### src/rtl/turn_sequencer.sv
// Connect-4 turn controller: validates a column request, animates the drop,
// issues one board write, then waits for the winner detector's verdict.
module turn_sequencer #(
    parameter int ROWS          = 4,
    parameter int COLS          = 4,
    parameter int ROW_W         = 2,
    parameter int COL_W         = 3,
    parameter int DROP_TICKS    = 8,
    parameter int CHECK_TIMEOUT = 64
) (
    input  logic             clk,
    input  logic             reset,
    input  logic             new_game,
    input  logic             move_req,
    input  logic [COL_W-1:0] move_col,
    input  logic             check_done,
    input  logic [1:0]       check_result,
    output logic             wr_en,
    output logic [ROW_W-1:0] wr_row,
    output logic [COL_W-1:0] wr_col,
    output logic             wr_player,
    output logic             anim_valid,
    output logic [ROW_W-1:0] anim_row,
    output logic             current_player,
    output logic             busy,
    output logic             move_reject,
    output logic             game_over,
    output logic [1:0]       winner
);

    localparam int IDX_W  = (COLS > 1) ? $clog2(COLS) : 1;
    localparam int TICK_W = (DROP_TICKS > 1) ? $clog2(DROP_TICKS) : 1;
    localparam int CHK_W  = (CHECK_TIMEOUT > 1) ? $clog2(CHECK_TIMEOUT) : 1;
    localparam int CELLS  = ROWS * COLS;
    localparam int MC_W   = $clog2(CELLS + 1);

    localparam logic [COL_W:0]      COLS_C    = (COL_W + 1)'(COLS);
    localparam logic [ROW_W:0]      ROWS_C    = (ROW_W + 1)'(ROWS);
    localparam logic [ROW_W:0]      H_ONE     = (ROW_W + 1)'(1);
    localparam logic [ROW_W-1:0]    TOP_ROW   = ROW_W'(ROWS - 1);
    localparam logic [ROW_W-1:0]    ROW_ONE   = ROW_W'(1);
    localparam logic [TICK_W-1:0]   TICK_LAST = TICK_W'(DROP_TICKS - 1);
    localparam logic [TICK_W-1:0]   TICK_ONE  = TICK_W'(1);
    localparam logic [CHK_W-1:0]    CHK_LAST  = CHK_W'(CHECK_TIMEOUT - 1);
    localparam logic [CHK_W-1:0]    CHK_ONE   = CHK_W'(1);
    localparam logic [MC_W-1:0]     CELLS_C   = MC_W'(CELLS);
    localparam logic [MC_W-1:0]     MC_ONE    = MC_W'(1);

    typedef enum logic [2:0] {
        S_WAIT_MOVE,
        S_VALIDATE,
        S_DROP,
        S_COMMIT,
        S_CHECK,
        S_WIN,
        S_DRAW
    } state_t;

    state_t              state_q, state_d;
    logic [COL_W-1:0]    col_q, col_d;
    logic [ROW_W-1:0]    target_q, target_d;
    logic [TICK_W-1:0]   tick_q, tick_d;
    logic [CHK_W-1:0]    chk_cnt_q, chk_cnt_d;
    logic [ROW_W:0]      height_q [COLS];
    logic [ROW_W:0]      height_d [COLS];
    logic [MC_W-1:0]     move_count_q, move_count_d;
    logic                player_q, player_d;
    logic                wr_en_q, wr_en_d;
    logic [ROW_W-1:0]    wr_row_q, wr_row_d;
    logic [COL_W-1:0]    wr_col_q, wr_col_d;
    logic                wr_player_q, wr_player_d;
    logic                anim_valid_q, anim_valid_d;
    logic [ROW_W-1:0]    anim_row_q, anim_row_d;
    logic                busy_q, busy_d;
    logic                move_reject_q, move_reject_d;
    logic                game_over_q, game_over_d;
    logic [1:0]          winner_q, winner_d;
    logic [1:0]          verdict;
    logic [IDX_W-1:0]    col_idx;

    assign col_idx = col_q[IDX_W-1:0];

    always_comb begin
        state_d       = state_q;
        col_d         = col_q;
        target_d      = target_q;
        tick_d        = tick_q;
        chk_cnt_d     = chk_cnt_q;
        height_d      = height_q;
        move_count_d  = move_count_q;
        player_d      = player_q;
        wr_en_d       = 1'b0;
        wr_row_d      = '0;
        wr_col_d      = '0;
        wr_player_d   = 1'b0;
        anim_valid_d  = anim_valid_q;
        anim_row_d    = anim_row_q;
        move_reject_d = 1'b0;
        winner_d      = winner_q;
        verdict       = 2'b00;

        case (state_q)
            S_WAIT_MOVE: begin
                if (move_req) begin
                    col_d   = move_col;
                    state_d = S_VALIDATE;
                end
            end
            S_VALIDATE: begin
                if (({1'b0, col_q} >= COLS_C) || (height_q[col_idx] >= ROWS_C)) begin
                    move_reject_d = 1'b1;
                    state_d       = S_WAIT_MOVE;
                end else begin
                    target_d     = height_q[col_idx][ROW_W-1:0];
                    anim_row_d   = TOP_ROW;
                    anim_valid_d = 1'b1;
                    tick_d       = '0;
                    state_d      = S_DROP;
                end
            end
            S_DROP: begin
                if (tick_q == TICK_LAST) begin
                    tick_d = '0;
                    if (anim_row_q == target_q) begin
                        // Board write and bookkeeping land together so COMMIT is a single cycle
                        wr_en_d      = 1'b1;
                        wr_row_d     = target_q;
                        wr_col_d     = col_q;
                        wr_player_d  = player_q;
                        anim_valid_d = 1'b0;
                        anim_row_d   = '0;
                        if (height_q[col_idx] < ROWS_C)
                            height_d[col_idx] = height_q[col_idx] + H_ONE;
                        if (move_count_q < CELLS_C)
                            move_count_d = move_count_q + MC_ONE;
                        state_d = S_COMMIT;
                    end else begin
                        anim_row_d = anim_row_q - ROW_ONE;
                    end
                end else begin
                    tick_d = tick_q + TICK_ONE;
                end
            end
            S_COMMIT: begin
                chk_cnt_d = '0;
                state_d   = S_CHECK;
            end
            S_CHECK: begin
                if (check_done || (chk_cnt_q == CHK_LAST)) begin
                    // A timeout resolves as "no win"; result 11 also folds into "no win"
                    verdict = check_done ? check_result : 2'b00;
                    if ((verdict == 2'b01) || (verdict == 2'b10)) begin
                        winner_d = verdict;
                        state_d  = S_WIN;
                    end else if (move_count_q == CELLS_C) begin
                        winner_d = 2'b11;
                        state_d  = S_DRAW;
                    end else begin
                        player_d = ~player_q;
                        state_d  = S_WAIT_MOVE;
                    end
                end else begin
                    chk_cnt_d = chk_cnt_q + CHK_ONE;
                end
            end
            S_WIN, S_DRAW: begin
                state_d = state_q;
            end
            default: state_d = S_WAIT_MOVE;
        endcase

        busy_d      = !((state_d == S_WAIT_MOVE) || (state_d == S_WIN) || (state_d == S_DRAW));
        game_over_d = (state_d == S_WIN) || (state_d == S_DRAW);
    end

    always_ff @(posedge clk) begin
        if (reset || new_game) begin
            state_q       <= S_WAIT_MOVE;
            col_q         <= '0;
            target_q      <= '0;
            tick_q        <= '0;
            chk_cnt_q     <= '0;
            height_q      <= '{default: '0};
            move_count_q  <= '0;
            player_q      <= 1'b0;
            wr_en_q       <= 1'b0;
            wr_row_q      <= '0;
            wr_col_q      <= '0;
            wr_player_q   <= 1'b0;
            anim_valid_q  <= 1'b0;
            anim_row_q    <= '0;
            busy_q        <= 1'b0;
            move_reject_q <= 1'b0;
            game_over_q   <= 1'b0;
            winner_q      <= '0;
        end else begin
            state_q       <= state_d;
            col_q         <= col_d;
            target_q      <= target_d;
            tick_q        <= tick_d;
            chk_cnt_q     <= chk_cnt_d;
            height_q      <= height_d;
            move_count_q  <= move_count_d;
            player_q      <= player_d;
            wr_en_q       <= wr_en_d;
            wr_row_q      <= wr_row_d;
            wr_col_q      <= wr_col_d;
            wr_player_q   <= wr_player_d;
            anim_valid_q  <= anim_valid_d;
            anim_row_q    <= anim_row_d;
            busy_q        <= busy_d;
            move_reject_q <= move_reject_d;
            game_over_q   <= game_over_d;
            winner_q      <= winner_d;
        end
    end

    assign wr_en          = wr_en_q;
    assign wr_row         = wr_row_q;
    assign wr_col         = wr_col_q;
    assign wr_player      = wr_player_q;
    assign anim_valid     = anim_valid_q;
    assign anim_row       = anim_row_q;
    assign current_player = player_q;
    assign busy           = busy_q;
    assign move_reject    = move_reject_q;
    assign game_over      = game_over_q;
    assign winner         = winner_q;

endmodule

### config.mk
export PLATFORM = sky130hd
export DESIGN_NAME = turn_sequencer
export DESIGN_NICKNAME = d
export VERILOG_FILES = /design/src/rtl/turn_sequencer.sv
export SDC_FILE = /design/constraint.sdc
export NUM_CORES = 1
export LEC_CHECK = 0
export ABC_CLOCK_PERIOD_IN_PS = 3890
export CAP_MARGIN = 40
export CORE_ASPECT_RATIO = 1.5
export CORE_UTILIZATION = 52
export CTS_CLUSTER_DIAMETER = 50
export DETAILED_ROUTE_END_ITERATION = 16
export GPL_TIMING_DRIVEN = 0
export MAX_ROUTING_LAYER = met4
export PLACE_DENSITY = 0.75
export SYNTH_ARGS = -nofsm -noshare
export SYNTH_HDL_FRONTEND = slang
export SYNTH_SLANG_ARGS = --single-unit
### constraint.sdc
create_clock -name clk -period 3.89 [get_ports clk]
set_input_delay 0.5835 -clock clk [delete_from_list [all_inputs] [get_ports clk]]
set_output_delay 0.5835 -clock clk [all_outputs]
set_load 0.1 [all_outputs]
Yosys cells after proc, flatten, opt, wreduce, memory -nomap -nowiden --
Cells that the tools add are included.
Cells by class: add/subtract/negate cells 5, $lt $le $gt $ge 6, equality and inequality tests 18, mux-type cells 32, bitwise logic cells 9, reductions and logical operators 28
Operator list (number):
- 3-bit 2-to-1 mux | 11
- 3-bit equality test, second input constant | 6
- 3-bit one-hot mux with 6 select lines | 1
- 4-bit AND reduction | 4
- 2-bit 2-to-1 mux | 7
- 12-bit bitwise mux | 1
- 6-bit one-hot mux with 2 select lines | 1
- 3-bit greater-or-equal comparator, second input constant | 3
- 2-bit inequality test, second input constant | 4
- 1-bit inverter | 8
- 2-bit AND reduction | 4
- 1-bit logical OR | 7
- 3-bit by 1-bit adder with 3-bit output, second input constant | 2
- 6-bit by 1-bit adder with 6-bit output, second input constant | 1
- 3-bit binary-select mux with 2-bit select | 1
- 3-bit demux with 2-bit select | 1
- 3-bit by 2-bit equality test with 1-bit output, second input constant | 2
- 6-bit equality test, second input constant | 1
- 3-bit zero test | 2
- 6-bit 2-to-1 mux | 1
- 3-bit one-hot mux with 2 select lines | 1
- 3-bit AND reduction | 2
- 2-bit nonzero test | 3
- 5-bit by 1-bit adder with 5-bit output, second input constant | 1
- other kinds (18) | 23
Storage, ports and cells: register bits after elaboration 50, output and inout port bits 16

Depth between registers and ports, before layout --
depth in word-level cells 12, depth in mapped cells 8, depth with buffers taken out 7

Worst setup path before layout --
Ideal clock, no wire load.
kind flip-flop to flip-flop, from register anim_row_q[1], in the netlist anim_row[1], to register height_q[6] (netlist name), setup time 0.128 ns, arrival time 2.124 ns, slack 1.638 ns, stages on the path, launching flop included 7, buffers on the path 1, period minus slack after synthesis 2.252 ns, cell sequence dfxtp_1 -> xnor2_1 -> nand3_1 -> clkbuf_1 -> nor4_2 -> mux2i_1 -> nor2_1
On the way: longest elaborated chain between the ends 2
RTL lines:
- start: declaration | RTL line 73 | logic [ROW_W-1:0] anim_row_q, anim_row_d;
- start signal: assignment | RTL line 210 | anim_row_q <= anim_row_d;
- 2-bit equality test | RTL line 124 | if (anim_row_q == target_q) begin
- 4-bit AND reduction (no line)
- end signal: assignment | RTL line 202 | height_q <= height_d;
- end: declaration | RTL line 64 | logic [ROW_W:0] height_q [COLS];
No other way between the ends. A chain may end at the register's enable or synchronous reset.

Worst setup path after layout --
from input port check_done, to register winner_q[0], in the netlist winner[0]
On the way: longest elaborated chain between the ends 5, elaborated cells between the ends (all ways) 8, those cells by class 2 x eq/ne; 2 x mux; 4 x reduce/logical
RTL lines:
- start: declaration | RTL line 16 | input logic check_done,
- 2-bit 2-to-1 mux | RTL line 151 | verdict = check_done ? check_result : 2'b00;
- 2-bit by 1-bit equality test with 1-bit output / 2-bit equality test (equally long branches) | RTL line 152 | if ((verdict == 2'b01) || (verdict == 2'b10)) begin
- 1-bit logical OR | RTL line 152
- 2-bit nonzero test (no line)
- 3-bit AND reduction (no line)
- end signal: assignment | RTL line 214 | winner_q <= winner_d;
- end: declaration | RTL line 77 | logic [1:0] winner_q, winner_d;
Parallel ways exist; a longest one is shown, timed or not.

==> impl_metrics.py <==
metrics = {
    "status": {
        "status": "complete, no violations",
    },
    "die": {
        "die_height_um": 82.09,
        "die_w_um": 55.39,
        "fp-row-count": 28,
        "ios": 26,
        "initial_utilization_pct": 55.19,
        "core_area_um2": 4029,
        "die-area_um2": 4547,
    },
    "layout": {
        "drive_above_1_share_pct": 12.29,
        "ff_latch_area_um2": 1001,
        "n_antenna_cell": 0,
        "multiInputGateArea_um2": 1136,
        "area_growth_pct": 28.87,
        "fin_area_um2": 2865,
        "nNetsFinal": 310,
        "instances_no_fill": 338,
        "fillerInstances": 317,
    },
    "synthesis": {
        "synth_cells": 244,
        "synth.ff_latch_count": 50,
        "syn_avg_cell_area_um2": 9.112,
        "syn-cell-area_um2": 2223,
        "synth_fp_nets": 262,
        "ys_async_sr_fraction_pct": 0,
        "synth.area.top_cells": "dfxtp_1, nor2_1, mux2i_1",
        "yosysTopAreaCellShare_pct": 45.02,
        "synth-main-ff-cell": "dfxtp_1",
        "synth_area_leader_cell": "dfxtp_1",
        "synth-seq-area-share_pct": 45.02,
        "synth-edff-count": 0,
        "yosysWarnings": 0,
        "synth_cell_type_count": 44,
    },
    "drt": {
        "wire_per_inst_um": 14.09,
        "drtIter0Drc": 60,
        "route.detailed.drc": 0,
        "first_pass_iters": 4,
        "routed_wirelength_mm": 4.763,
        "via_per_inst": 5.663,
        "via_count": 1914,
        "drtAntennaViolNets": 0,
    },
    "pwr": {
        "swShare_pct": 23.40,
        "p_leak_uw": 0.001091,
        "power.internal_uw": 683.2,
        "power.switching_uw": 208.7,
        "p_seq_share_pct": 57.9,
        "power.density_nw_per_um2": 311.3,
        "finalPower_uw": 891.8,
        "vdd_drop_max_uv": 351.5,
        "pwr-share-clk_pct": 34.6,
        "power_frac_comb_pct": 7.5,
    },
    "global_route": {
        "grt_pass1_wl_mm": 7.969,
        "grt_use_total_pct": 22.86,
        "overflow": 0,
        "grt_pass1_vias": 1789,
        "grt_max_degree": 16,
        "antenna_found_initial": 0,
    },
    "clock_network": {
        "cts-resized-gates": 0,
        "htreeDepth": 2,
        "clk_latency_ps": 310,
        "clkSlewWorstSetupHoldPaths_ps": 80,
        "cts_num_sinks": 50,
        "post-cts-setup-buffers": 0,
        "cts-root-buf": "clkbuf_8",
        "ctsHoldBuffers": 0,
        "cts_buffer_depth": 2,
        "cts_buffers": 5,
        "cts_tree": "done",
    },
    "timing": {
        "worst_pin_slew_ps": 690.9,
        "fin_crit_sh_pct": 63.45,
        "drv_slew": 0,
        "tns_ps": 0,
        "final_hold_viol_count": 0,
        "finalCriticalPeriod_ps": 2468,
        "finalSetupViolCount": 0,
        "relSlewSlack_pct": 53.52,
        "rsz0062_at_grt": "false",
        "finClkSkew_ps": 11.01,
        "fmax_mhz": 405.2,
        "hold_ws_ps": 497.2,
    },
    "run": {
        "cap_violations": 0,
    },
    "placed_design": {
        "gp_congestion": 0.8403,
        "post_dp_cell_area_um2": 2770,
        "dp.cells": 330,
        "port-buffer-count": 25,
        "post-dp-hpwl_mm": 3.587,
    },
    "worst_setup_path": {
        "crit_required_ps": 4110,
        "worstPathArrival_ps": 2690,
        "worstSetupPathType": "input pin to register",
        "start_kind": "input pin",
        "critPathMaxFanout": 5,
        "end_kind": "register",
    },
    "worst_hold_path": {
        "hold_path.class": "register to register",
    },
}
## sequential cells by signal (all words and copies together), names as in the netlist, 3 cells and up
name and count:
col_q 3, height_q 12, wr_col 3, state_q 3
move_count_q 5, tick_q 3, chk_cnt_q 6
## cell usage in the layout (no fill, tap or decap), types with 6 or more instances in the layout
cell / Yosys / layout
nor2_1: 39 / 39
ha_1: 8 / 8
inv_1: 7 / 7
o21ai_0: 10 / 10
a21oi_1: 14 / 14
dfxtp_1: 50 / 50
mux2i_1: 12 / 12
xnor2_1: 6 / 6
clkdlybuf4s50_1: 0 / 25
clkbuf_8: 0 / 6
buf_8: 0 / 16
nor3_1: 8 / 8
clkbuf_1: 10 / 10
nand2_1: 16 / 16
and3_1: 8 / 8
## critical path: stages
cell	delay (ps)
clkdlybuf4s50_1	570
nand2_1	110
ha_1	360
o31ai_1	160
nor3b_1	610
nor2_1	80
a211oi_1	220
## routing by layer
metal  GRT usage [%]  up-vias  wire length [um]
met4           7.000        0                55
met3           3.937        4               160
met2           43.01       39              2560
met5               -        -                 0
met1           24.46      917              1987
li1                -      954                 -
## power groups by stage
stage	clock [uW]	combinational [uW]	sequential, uW
global placement	0	61.1	528
floorplan	0	29.8	537
CTS	319	66.8	516
global route	340	71.5	517
detailed placement	0	66.7	528
finish	309	66.6	516
## final cells by class
| cell class | count | area share (%) |
|---|---|---|
| Clock inverter | 2 | 0.4367 |
| Buffer | 12 | 2.096 |
| Inverter | 7 | 0.9170 |
| Tap cell | 45 | 1.965 |
| Clock buffer | 6 | 2.882 |
| Sequential cell | 50 | 34.93 |
| Timing Repair Buffer | 41 | 17.12 |
| Multi-Input combinational cell | 175 | 39.65 |
## cells by family after synthesis
logic type,after synthesis,synth area share [%]
AO/OA/AOI/OAI,45,13.73
XOR/XNOR,8,3.152
adder cells (fa/ha/maj),8,4.502
buffers and inverters,19,3.883
flip-flops,50,45.02
multiplexers,14,6.922
AND/OR/NAND/NOR,100,22.79
## cell usage after synthesis, types with 3 or more instances
master / number
dfxtp_1: 50
nor2_1: 39
nand2_1: 16
a21oi_1: 14
mux2i_1: 12
clkbuf_1: 10
o21ai_0: 10
and3_1: 8
ha_1: 8
nor3_1: 8
inv_1: 7
xnor2_1: 6
nor2b_1: 4
a211oi_1: 3
a311oi_1: 3
a31oi_1: 3
nand3_1: 3
nand3b_1: 3
nor3b_1: 3
or4_1: 3
## metrics by stage
stage / utilization, % / worst slack, ps
2_1_floorplan: - / 1638
3_3_place_gp: 62.80 / 1198
3_5_place_dp: 68.76 / 1123
4_1_cts: 71.12 / 1420
5_1_grt: 71.12 / 1324
6_report: 71.12 / 1422
## worst paths after layout
| kind | to | slack [ps] | startpoint | cells after the start |
|---|---|---|---|---|
| min reg2reg | height_q[1] | 500 | height_q[1] | 2 |
| max | winner[0] | 1420 | check_done | 7 |
| min | height_q[1] | 500 | height_q[1] | 2 |
| max reg2reg | height_q[4] | 1570 | col_q[1] | 7 |
Power figures use the tool's default switching activity.
